File: src/rtl/gf_minus1_pkg.sv
// Shared audio-path definitions: sample format, silence level and feeder state encoding.
// Also used by interpolator_1000x, so keep it free of feeder-only details.
package gf_minus1;

    localparam int SAMPLE_W   = 8;
    localparam int UNDERRUN_W = 16;

    typedef logic [SAMPLE_W-1:0]   sample_t;
    typedef logic [UNDERRUN_W-1:0] underrun_t;

    // Offset-binary midpoint: the value that produces no output swing.
    localparam sample_t MIDSCALE_DEFAULT = 8'h80;

    typedef enum logic [1:0] {
        ST_PREFILL = 2'd0,
        ST_RUN     = 2'd1,
        ST_STARVED = 2'd2
    } feeder_state_e;

    function automatic underrun_t sat_inc(input underrun_t value);
        return (value == '1) ? value : value + underrun_t'(1);
    endfunction

endpackage : gf_minus1

File: src/rtl/sample_feeder_48k_fifo.sv
// Synchronous FIFO with occupancy output and registered full/empty flags.
// Depth must be a power of two so the pointers wrap on their own.
module sync_fifo #(
    parameter int  WIDTH = 8,
    parameter int  DEPTH = 16,
    localparam int AW    = $clog2(DEPTH),
    localparam int LW    = AW + 1
) (
    input  logic             clk,
    input  logic             rst,
    input  logic             flush,
    input  logic             push,
    input  logic             pop,
    input  logic [WIDTH-1:0] wr_data,
    output logic [WIDTH-1:0] rd_data,
    output logic [LW-1:0]    level,
    output logic             full,
    output logic             empty
);

    logic [WIDTH-1:0] mem [DEPTH];
    logic [AW-1:0]    wr_ptr_q, wr_ptr_d;
    logic [AW-1:0]    rd_ptr_q, rd_ptr_d;
    logic [LW-1:0]    level_q, level_d;
    logic             full_q, empty_q;
    logic             do_push, do_pop;

    // Flush wins over both ports; over/underflow requests are dropped.
    assign do_push = push && !full_q  && !flush;
    assign do_pop  = pop  && !empty_q && !flush;

    always_comb begin
        // NOTE: every always_comb output gets a default first so no path leaves it unassigned (no latch).
        wr_ptr_d = wr_ptr_q;
        rd_ptr_d = rd_ptr_q;
        level_d  = level_q;
        if (flush) begin
            wr_ptr_d = '0;
            rd_ptr_d = '0;
            level_d  = '0;
        end else begin
            if (do_push) wr_ptr_d = wr_ptr_q + AW'(1);
            if (do_pop)  rd_ptr_d = rd_ptr_q + AW'(1);
            unique case ({do_push, do_pop})
                2'b10:   level_d = level_q + LW'(1);
                2'b01:   level_d = level_q - LW'(1);
                default: level_d = level_q;
            endcase
        end
    end

    always_ff @(posedge clk) begin
        // NOTE: sequential state uses non-blocking assignments so every register samples pre-edge values.
        if (!rst) begin
            wr_ptr_q <= '0;
            rd_ptr_q <= '0;
            level_q  <= '0;
            full_q   <= 1'b0;
            empty_q  <= 1'b1;
        end else begin
            wr_ptr_q <= wr_ptr_d;
            rd_ptr_q <= rd_ptr_d;
            level_q  <= level_d;
            full_q   <= (level_d == LW'(DEPTH));
            empty_q  <= (level_d == '0);
        end
    end

    // NOTE: the storage array has no reset; pointers and level alone define which entries are valid.
    always_ff @(posedge clk) begin
        if (do_push) mem[wr_ptr_q] <= wr_data;
    end

    assign rd_data = mem[rd_ptr_q];
    assign level   = level_q;
    assign full    = full_q;
    assign empty   = empty_q;

endmodule : sync_fifo

File: src/rtl/sample_feeder_48k.sv
// Buffers upstream audio samples and releases one per 48 kHz strobe as a (previous, current)
// pair for the interpolator, with prefill/starvation handling and an underrun counter.
module sample_feeder_48k
    import gf_minus1::*;
#(
    parameter int      DEPTH    = 16,
    parameter int      PREFILL  = 8,
    parameter sample_t MIDSCALE = MIDSCALE_DEFAULT,
    localparam int     LVL_W    = $clog2(DEPTH) + 1
) (
    input  logic                  clk,
    input  logic                  rst,
    input  logic                  pulse_48k,
    input  logic                  flush,
    input  logic                  s_valid,
    input  logic [SAMPLE_W-1:0]   s_data,
    output logic                  s_ready,
    output logic [SAMPLE_W-1:0]   signal_x0,
    output logic [SAMPLE_W-1:0]   signal_x1,
    output logic [LVL_W-1:0]      level,
    output logic                  playing,
    output logic [UNDERRUN_W-1:0] underrun_count
);

    localparam logic [LVL_W-1:0] PREFILL_LVL = LVL_W'(PREFILL);

    feeder_state_e state_q;
    sample_t       x0_q, x1_q;
    logic          playing_q;
    underrun_t     underrun_q;
    logic          ready_en_q;

    logic          fifo_full, fifo_empty;
    logic [LVL_W-1:0] fifo_level;
    sample_t       fifo_head;
    logic          push, take, starve;

    // Ready comes only from registers, so upstream never sees a path from pulse or valid.
    assign s_ready = ready_en_q && !fifo_full;
    assign push    = s_valid && s_ready;

    // Decisions use the pre-edge level, so a same-cycle push cannot satisfy this pulse.
    always_comb begin
        take   = 1'b0;
        starve = 1'b0;
        if (pulse_48k && !flush) begin
            unique case (state_q)
                ST_RUN: begin
                    take   = !fifo_empty;
                    starve = fifo_empty;
                end
                ST_STARVED: begin
                    take   = (fifo_level >= PREFILL_LVL);
                    starve = !take;
                end
                default: take = (fifo_level >= PREFILL_LVL);
            endcase
        end
    end

    sync_fifo #(
        .WIDTH (SAMPLE_W),
        .DEPTH (DEPTH)
    ) u_fifo (
        .clk     (clk),
        .rst     (rst),
        .flush   (flush),
        .push    (push),
        .pop     (take),
        .wr_data (s_data),
        .rd_data (fifo_head),
        .level   (fifo_level),
        .full    (fifo_full),
        .empty   (fifo_empty)
    );

    always_ff @(posedge clk) begin
        if (!rst) begin
            state_q    <= ST_PREFILL;
            x0_q       <= MIDSCALE;
            x1_q       <= MIDSCALE;
            playing_q  <= 1'b0;
            underrun_q <= '0;
            ready_en_q <= 1'b0;
        end else begin
            ready_en_q <= 1'b1;
            if (flush) begin
                state_q   <= ST_PREFILL;
                x0_q      <= MIDSCALE;
                x1_q      <= MIDSCALE;
                playing_q <= 1'b0;
            end else if (take) begin
                state_q   <= ST_RUN;
                x0_q      <= x1_q;
                x1_q      <= fifo_head;
                playing_q <= 1'b1;
            end else if (starve) begin
                // Repeat the last sample so the interpolator ramps to a flat line.
                state_q    <= ST_STARVED;
                x0_q       <= x1_q;
                playing_q  <= 1'b0;
                underrun_q <= sat_inc(underrun_q);
            end
        end
    end

    assign signal_x0      = x0_q;
    assign signal_x1      = x1_q;
    assign level          = fifo_level;
    assign playing        = playing_q;
    assign underrun_count = underrun_q;

endmodule : sample_feeder_48k
File: config.mk
export PLATFORM = sky130hd
export DESIGN_NAME = sample_feeder_48k
export DESIGN_NICKNAME = d
export VERILOG_FILES = /design/src/rtl/gf_minus1_pkg.sv /design/src/rtl/sample_feeder_48k_fifo.sv /design/src/rtl/sample_feeder_48k.sv
export SDC_FILE = /design/constraint.sdc
export NUM_CORES = 1
export LEC_CHECK = 0
export CORE_MARGIN = 10
export CORE_UTILIZATION = 40
export DETAILED_ROUTE_END_ITERATION = 8
export SETUP_SLACK_MARGIN = 0.15
export SLEW_MARGIN = 20
export SYNTH_ARGS = -nofsm -noshare
export SYNTH_HDL_FRONTEND = slang
export SYNTH_SLANG_ARGS = --single-unit
File: constraint.sdc
create_clock -name clk -period 3.6 [get_ports clk]
set_input_delay 1.08 -clock clk [delete_from_list [all_inputs] [get_ports clk]]
set_output_delay 1.08 -clock clk [all_outputs]
set_load 0.05 [all_outputs]
==> impl_summary.log, run 1 <==
[metrics] run status: completed
[metrics] most common cell after layout, fill and taps aside: sky130_fd_sc_hd__edfxtp_1
[metrics] shortest period the worst path allows: 3.33 ns
[metrics] Syn Std Cell Area: 0.00722 mm^2
[metrics] total number of yosys warnings: 0
[metrics] clk_lat worst skew: 0.42 ns
[metrics] dominant cell type by area after synthesis: sky130_fd_sc_hd__edfxtp_1
[metrics] internal power summed over all cells: 3.32 mW
[metrics] height of the chip: 154 um
[metrics] largest fanout on the critical path: 3
[metrics] PwrDens: 476 mW/mm^2
[metrics] remaining global-route overflow: 0
[metrics] horizontal extent of the die: 154 um
[metrics] synthesis-stage register bit count: 178
[metrics] total number of clock tree sinks: 178
[metrics] average size of a mapped cell: 15.4 um^2
[metrics] initial antenna violation count: 0
[metrics] startpoint of the worst hold path: signal_x0[1]
[metrics] number of buffers added on ports: 51
[metrics] floorplan die area: 0.0238 mm^2
[metrics] sequential fraction of design power: 0.529
[metrics] CTS H-tree depth: 4
[metrics] vias in the first global route: 4258
[metrics] nets in the synthesized netlist: 491
[metrics] final core utilization: 0.490
[metrics] number of DRC violations after detailed routing: 0
[metrics] number of gates resized after CTS: 0
[metrics] count of endpoints failing hold in the final timing report: 0
[metrics] cell count after synthesis: 468
[metrics] number of library cell types mapped by synthesis: 43
[metrics] source of the critical timing path: s_valid
[metrics] final worst-path setup slack: 0.271 ns
[metrics] placed cell areas: 0.00811 mm^2
[metrics] fraction of synthesis flops using an asynchronous set or reset pin: 0
[metrics] Max transition margin: 0.558
[metrics] number of flops mapped to enable cells by yosys: 128
[metrics] setup repair after global routing missed its margin: no
[metrics] worst setup path class: in -> reg
[metrics] violation count after the first detailed-routing iteration: 224
[metrics] Sw Pwr: 832 uW
[metrics] count of boundary I/O pins: 52
[metrics] Critical Path Sink Type: flop
[metrics] gpl congestion: 0.789
[metrics] Setup-failing EPs final: 0
[metrics] final hold slack: 0.474 ns
[metrics] number of diodes: 0
[metrics] startpoint of the worst register-to-register path: state_q[0]
[metrics] CTS tree: yes
[metrics] post-CTS setup-driven buffer insertion count: 0
[metrics] switching portion of total power: 0.200
[metrics] top sig layer: met4
[metrics] row count: 49
[metrics] starting utilization of the core area: 0.405
[metrics] root buffer cell: sky130_fd_sc_hd__clkbuf_16
[metrics] TritonCTS buffer count: 17
[metrics] Worst setup SP type: primary input
[metrics] worst min path class: reg -> reg
[metrics] dominant cells by area after synthesis: sky130_fd_sc_hd__edfxtp_1 (53%), sky130_fd_sc_hd__dfxtp_1 (14%), sky130_fd_sc_hd__mux4_2 (12%)
[metrics] final net count: 567
[metrics] critical path data required time: 3.92 ns
[metrics] global-route wire length before repair: 23.7 mm
[metrics] cts-stage hold buffer count: 0
[metrics] LEAKAGE: 2.82 nW
[metrics] highest achievable clock rate: 300 MHz
[metrics] area of all placed cells without fillers: 0.00874 mm^2
[metrics] crit share post-route: 0.925
[metrics] share of the synthesized area in the top cell type: 0.533
[metrics] worst r2r path cells: 11
[metrics] instance count after placement with tap cells included: 754
[metrics] iteration count of the initial detailed-routing pass: 4
[metrics] Routed met1 length: 6.68 mm
[metrics] hold path cells: 2
[metrics] Max Buffers Root-to-Sink: 2
[metrics] detailed-routed wire length on met2: 7.23 mm
[metrics] clock skew: 0.0101 ns
[metrics] Top FF cell, synth: sky130_fd_sc_hd__edfxtp_1
[metrics] sequential cell area fraction in the yosys report: 0.671
[metrics] DP HPWL: 10.4 mm
[metrics] Worst Setup Slack post-DPL: -0.192 ns
[metrics] wire length reported by the detailed router: 14.9 mm
[metrics] worst vdd rail ir drop: 0.000354 V
[metrics] CORE AREA: 0.0178 mm^2
[metrics] clock slew at the register clock pins of the worst setup and hold paths: 0.06 ns
[metrics] post-route ant nets: 0
[metrics] overall routing resource usage: 0.126
[metrics] Area Overhead vs Synth: 21.1%
[metrics] non-filler instance count after layout: 785
[metrics] slew at the pin closest to its max-slew limit: 0.662 ns
[metrics] met3 WL: 866 um
[metrics] largest net degree at the start of global routing: 32
[metrics] share of cells above drive strength 1: 0.201
[metrics] Max-Cap Viols: 0
[metrics] relative contribution of combinational cells to total power: 0.018
[metrics] WP data arrival: 3.64 ns
[metrics] commonest non-fill, non-tap cells in the layout: sky130_fd_sc_hd__edfxtp_1 (128), sky130_fd_sc_hd__clkdlybuf4s50_1 (50), sky130_fd_sc_hd__dfxtp_1 (49)
[metrics] ratio of routed vias to standard cells: 5.32
[metrics] average wire per cell in the routed design: 19.0 um
[metrics] routed vias: 4176
[metrics] number of max-slew violations in the final report: 0
[metrics] clock power share: 0.453
cell families after synthesis:
family / synth area share
AOI/OAI and AO/OA: 0.0319
buffers and inverters: 0.0224
muxes: 0.132
DFF: 0.671
and+or+nand+nor: 0.102
adders and majority gates: 0.0173
xor gates and xnor gates: 0.0231
metrics by stage:
step	setup TNS, ns	power (mW)
2_1_floorplan	0	2.27
5_1_grt	0	4.28
3_5_place_dp	-0.393	2.32
6_report	0	4.16
3_3_place_gp	-0.227	2.32
4_1_cts	0	4.20
state kept, by name, indices dropped and copies added, names as in the netlist:
signal,count
u_fifo.rd_ptr_q,4
u_fifo.empty,1
state_q,2
signal_x1,8
ready_en_q,1
u_fifo.mem,128
underrun_count,16
u_fifo.wr_ptr_q,4
u_fifo.full,1
u_fifo.level,5
signal_x0,8
layer usage:
layer	vias to the layer above	GRT usage
met2	114	0.197
met4	0	0.0387
met5	-	0
met1	2110	0.162
li1	1938	-
met3	14	0.0455
path summary, 6_finish.rpt:
check / to / slack [ns]
setup / recovery: u_fifo.empty / 0.27
hold / removal: signal_x0[1] / 0.47
setup reg to reg: u_fifo.empty / 0.76
hold reg to reg: signal_x0[1] / 0.47
worst max-delay path: stages:
cell and delay, ns:
sky130_fd_sc_hd__clkdlybuf4s50_1 0.42, sky130_fd_sc_hd__and4bb_4 0.22, sky130_fd_sc_hd__or4_4 0.43, sky130_fd_sc_hd__xnor2_1 0.14
sky130_fd_sc_hd__ha_1 0.21, sky130_fd_sc_hd__nor2_1 0.10, sky130_fd_sc_hd__nor2_1 0.05, sky130_fd_sc_hd__or3_4 0.34
sky130_fd_sc_hd__a221oi_4 0.29, sky130_fd_sc_hd__xnor2_2 0.13, sky130_fd_sc_hd__a41o_1 0.24
final cells by class:
| class | instances | area [um^2] |
|---|---|---|
| Clock buffer | 17 | 425 |
| Fill cell | 1486 | 9100 |
| Multi-Input combinational cell | 258 | 2230 |
| Timing Repair Buffer | 81 | 738 |
| Inverter | 8 | 30.0 |
| Tap cell | 229 | 287 |
| Clock inverter | 14 | 178 |
| Sequential cell | 178 | 4850 |
cell usage after synthesis, types with 8 or more instances:
library cell and number:
sky130_fd_sc_hd__edfxtp_1 128, sky130_fd_sc_hd__dfxtp_1 50, sky130_fd_sc_hd__nor2_1 42, sky130_fd_sc_hd__mux4_2 40, sky130_fd_sc_hd__nand2_1 36, sky130_fd_sc_hd__a21oi_1 22
sky130_fd_sc_hd__nand3_1 18, sky130_fd_sc_hd__clkbuf_1 16, sky130_fd_sc_hd__xor2_1 11, sky130_fd_sc_hd__ha_1 10, sky130_fd_sc_hd__nand4_1 9, sky130_fd_sc_hd__inv_1 8
sky130_fd_sc_hd__nor3_1 8, sky130_fd_sc_hd__xnor2_1 8
power by group through the flow:
stage	Sequential (mW)	Clock (mW)	Combinational, mW
floorplan	2.25	0	0.0278
global placement	2.24	0	0.0737
detailed placement	2.24	0	0.0770
CTS	2.20	1.93	0.0774
global route	2.20	2.00	0.0835
finish	2.20	1.88	0.0754
Note: power is estimated with default switching activity, not from simulation.
==> run 2, diff against run 1 <==
--- a/config.mk
+++ b/config.mk
@@ -8,6 +8,7 @@
 export CORE_MARGIN = 10
 export CORE_UTILIZATION = 40
 export DETAILED_ROUTE_END_ITERATION = 8
+export PLACE_DENSITY_LB_ADDON = 0.1
 export SETUP_SLACK_MARGIN = 0.15
 export SLEW_MARGIN = 20
 export SYNTH_ARGS = -nofsm -noshare
==> impl_summary.log, run 2 (same netlist as run 1, synthesis figures left out) <==
[metrics] worst vdd rail ir drop: 0.000327 V (was 0.000354 V)
[metrics] total number of clock tree sinks: 178 (unchanged)
[metrics] height of the chip: 154 um (unchanged)
[metrics] Worst setup SP type: primary input (unchanged)
[metrics] total negative slack: 0 ns (unchanged)
[metrics] post-CTS setup-driven buffer insertion count: 0 (unchanged)
[metrics] number of diodes: 0 (unchanged)
[metrics] instance count after placement with tap cells included: 759 (was 754)
[metrics] vias in the first global route: 4205 (was 4258)
[metrics] global-route wire length before repair: 24.8 mm (was 23.7 mm)
[metrics] Critical Path Sink Type: flop (unchanged)
[metrics] shortest period the worst path allows: 3.32 ns (was 3.33 ns)
[metrics] critical path data required time: 3.92 ns (about the same)
[metrics] run status: completed (unchanged)
[metrics] total power: 4.08 mW (was 4.16 mW)
[metrics] non-filler instance count after layout: 791 (was 785)
[metrics] Max Buffers Root-to-Sink: 2 (unchanged)
[metrics] final worst-path setup slack: 0.278 ns (was 0.271 ns)
[metrics] count of endpoints failing hold in the final timing report: 0 (unchanged)
[metrics] Max-Cap Viols: 0 (unchanged)
[metrics] Setup-failing EPs final: 0 (unchanged)
[metrics] number of gates resized after CTS: 0 (unchanged)
[metrics] number of max-slew violations in the final report: 0 (unchanged)
[metrics] placed cell areas: 0.00816 mm^2 (was 0.00811 mm^2)
[metrics] iteration count of the initial detailed-routing pass: 4 (unchanged)
[metrics] row count: 49 (unchanged)
[metrics] DP HPWL: 10.5 mm (was 10.4 mm)
[metrics] count of boundary I/O pins: 52 (unchanged)
[metrics] post-route ant nets: 0 (unchanged)
[metrics] largest fanout on the critical path: 3 (unchanged)
[metrics] worst min path class: reg -> reg (unchanged)
[metrics] clock skew: 0.00786 ns (was 0.0101 ns)
[metrics] cts-stage hold buffer count: 0 (unchanged)
[metrics] area of all placed cells without fillers: 0.00876 mm^2 (was 0.00874 mm^2)
[metrics] remaining global-route overflow: 0 (unchanged)
[metrics] CTS H-tree depth: 4 (unchanged)
[metrics] horizontal extent of the die: 154 um (unchanged)
[metrics] LEAKAGE: 2.83 nW (was 2.82 nW)
[metrics] WP data arrival: 3.65 ns (was 3.64 ns)
[metrics] largest net degree at the start of global routing: 32 (unchanged)
[metrics] TritonCTS buffer count: 17 (unchanged)
[metrics] Max transition margin: 0.430 (was 0.558)
[metrics] Area Overhead vs Synth: 21.4% (was 21.1%)
[metrics] commonest non-fill, non-tap cells in the layout: sky130_fd_sc_hd__edfxtp_1 (128), sky130_fd_sc_hd__clkdlybuf4s50_1 (50), sky130_fd_sc_hd__dfxtp_1 (49) (unchanged)
[metrics] final core utilization: 0.491 (was 0.490)
[metrics] register bank with the most flops: u_fifo.mem (unchanged)
[metrics] final hold slack: 0.463 ns (was 0.474 ns)
[metrics] average wire per cell in the routed design: 20.2 um (was 19.0 um)
[metrics] Worst Setup Slack post-DPL: -0.215 ns (was -0.192 ns)
[metrics] slew at the pin closest to its max-slew limit: 0.853 ns (was 0.662 ns)
[metrics] root buffer cell: sky130_fd_sc_hd__clkbuf_16 (unchanged)
[metrics] clock slew at the register clock pins of the worst setup and hold paths: 0.07 ns (was 0.06 ns)
[metrics] number of buffers added on ports: 51 (unchanged)
[metrics] number of DRC violations after detailed routing: 0 (unchanged)
[metrics] clk_lat worst skew: 0.43 ns (was 0.42 ns)
[metrics] wire length reported by the detailed router: 16.0 mm (was 14.9 mm)
[metrics] gpl congestion: 0.793 (was 0.789)
[metrics] crit share post-route: 0.923 (was 0.925)
[metrics] CORE AREA: 0.0178 mm^2 (unchanged)
[metrics] number of flip-flops in the largest register: 128 (unchanged)
[metrics] routed vias: 4197 (was 4176)
[metrics] initial antenna violation count: 0 (unchanged)
[metrics] PwrDens: 466 mW/mm^2 (was 476 mW/mm^2)
[metrics] setup repair after global routing missed its margin: no (unchanged)
[metrics] floorplan die area: 0.0238 mm^2 (unchanged)
[metrics] CTS tree: yes (unchanged)
[metrics] worst setup path class: in -> reg (unchanged)
[metrics] starting utilization of the core area: 0.405 (unchanged)
[metrics] highest achievable clock rate: 301 MHz (was 300 MHz)
[metrics] overall routing resource usage: 0.137 (was 0.126)
[metrics] share of cells above drive strength 1: 0.210 (was 0.201)
[metrics] ratio of routed vias to standard cells: 5.31 (was 5.32)
[metrics] final net count: 572 (was 567)
[metrics] violation count after the first detailed-routing iteration: 262 (was 224)
[metrics] most common cell after layout, fill and taps aside: sky130_fd_sc_hd__edfxtp_1 (unchanged)
run 2: metal layers:
| layer | wire length [um] | track usage | part of all wire |
|---|---|---|---|
| met1 | 7110 | 0.175 | 0.45 |
| met2 | 7790 | 0.218 | 0.49 |
| met3 | 818 | 0.0405 | 0.051 |
| met4 | 246 | 0.0432 | 0.015 |
| met5 | 0 | 0 | 0 |
run 2: worst paths after layout:
path | from | slack, ns | endpoint | cells after the start
hold reg to reg | signal_x0[0] | 0.46 | signal_x0[0] | 2
hold / removal | signal_x0[0] | 0.46 | signal_x0[0] | 2
setup reg to reg | state_q[0] | 0.78 | u_fifo.empty | 11
setup / recovery | s_valid | 0.28 | u_fifo.empty | 11
run 2: area by class of cell:
class | instances | area (um^2)
Fill cell | 1498 | 9080
Sequential cell | 178 | 4850
Multi-Input combinational cell | 258 | 2240
Timing Repair Buffer | 86 | 788
Clock buffer | 18 | 429
Tap cell | 229 | 287
Clock inverter | 14 | 146
Inverter | 8 | 30.0
run 2: power by group:
group / internal (mW) / switching, mW
combinational: 0.0289 / 0.0469
clock: 0.976 / 0.828
sequential: 2.20 / 0.00261
total: 3.20 / 0.878
run 2: critical path: stages:
cell,delay (ns)
sky130_fd_sc_hd__clkdlybuf4s50_1,0.43
sky130_fd_sc_hd__and4bb_4,0.22
sky130_fd_sc_hd__or4_4,0.42
sky130_fd_sc_hd__xnor2_1,0.14
sky130_fd_sc_hd__ha_2,0.19
sky130_fd_sc_hd__nor2_1,0.08
sky130_fd_sc_hd__nor2_1,0.05
sky130_fd_sc_hd__or3_4,0.35
sky130_fd_sc_hd__a221oi_4,0.31
sky130_fd_sc_hd__xnor2_2,0.13
sky130_fd_sc_hd__a41o_1,0.25
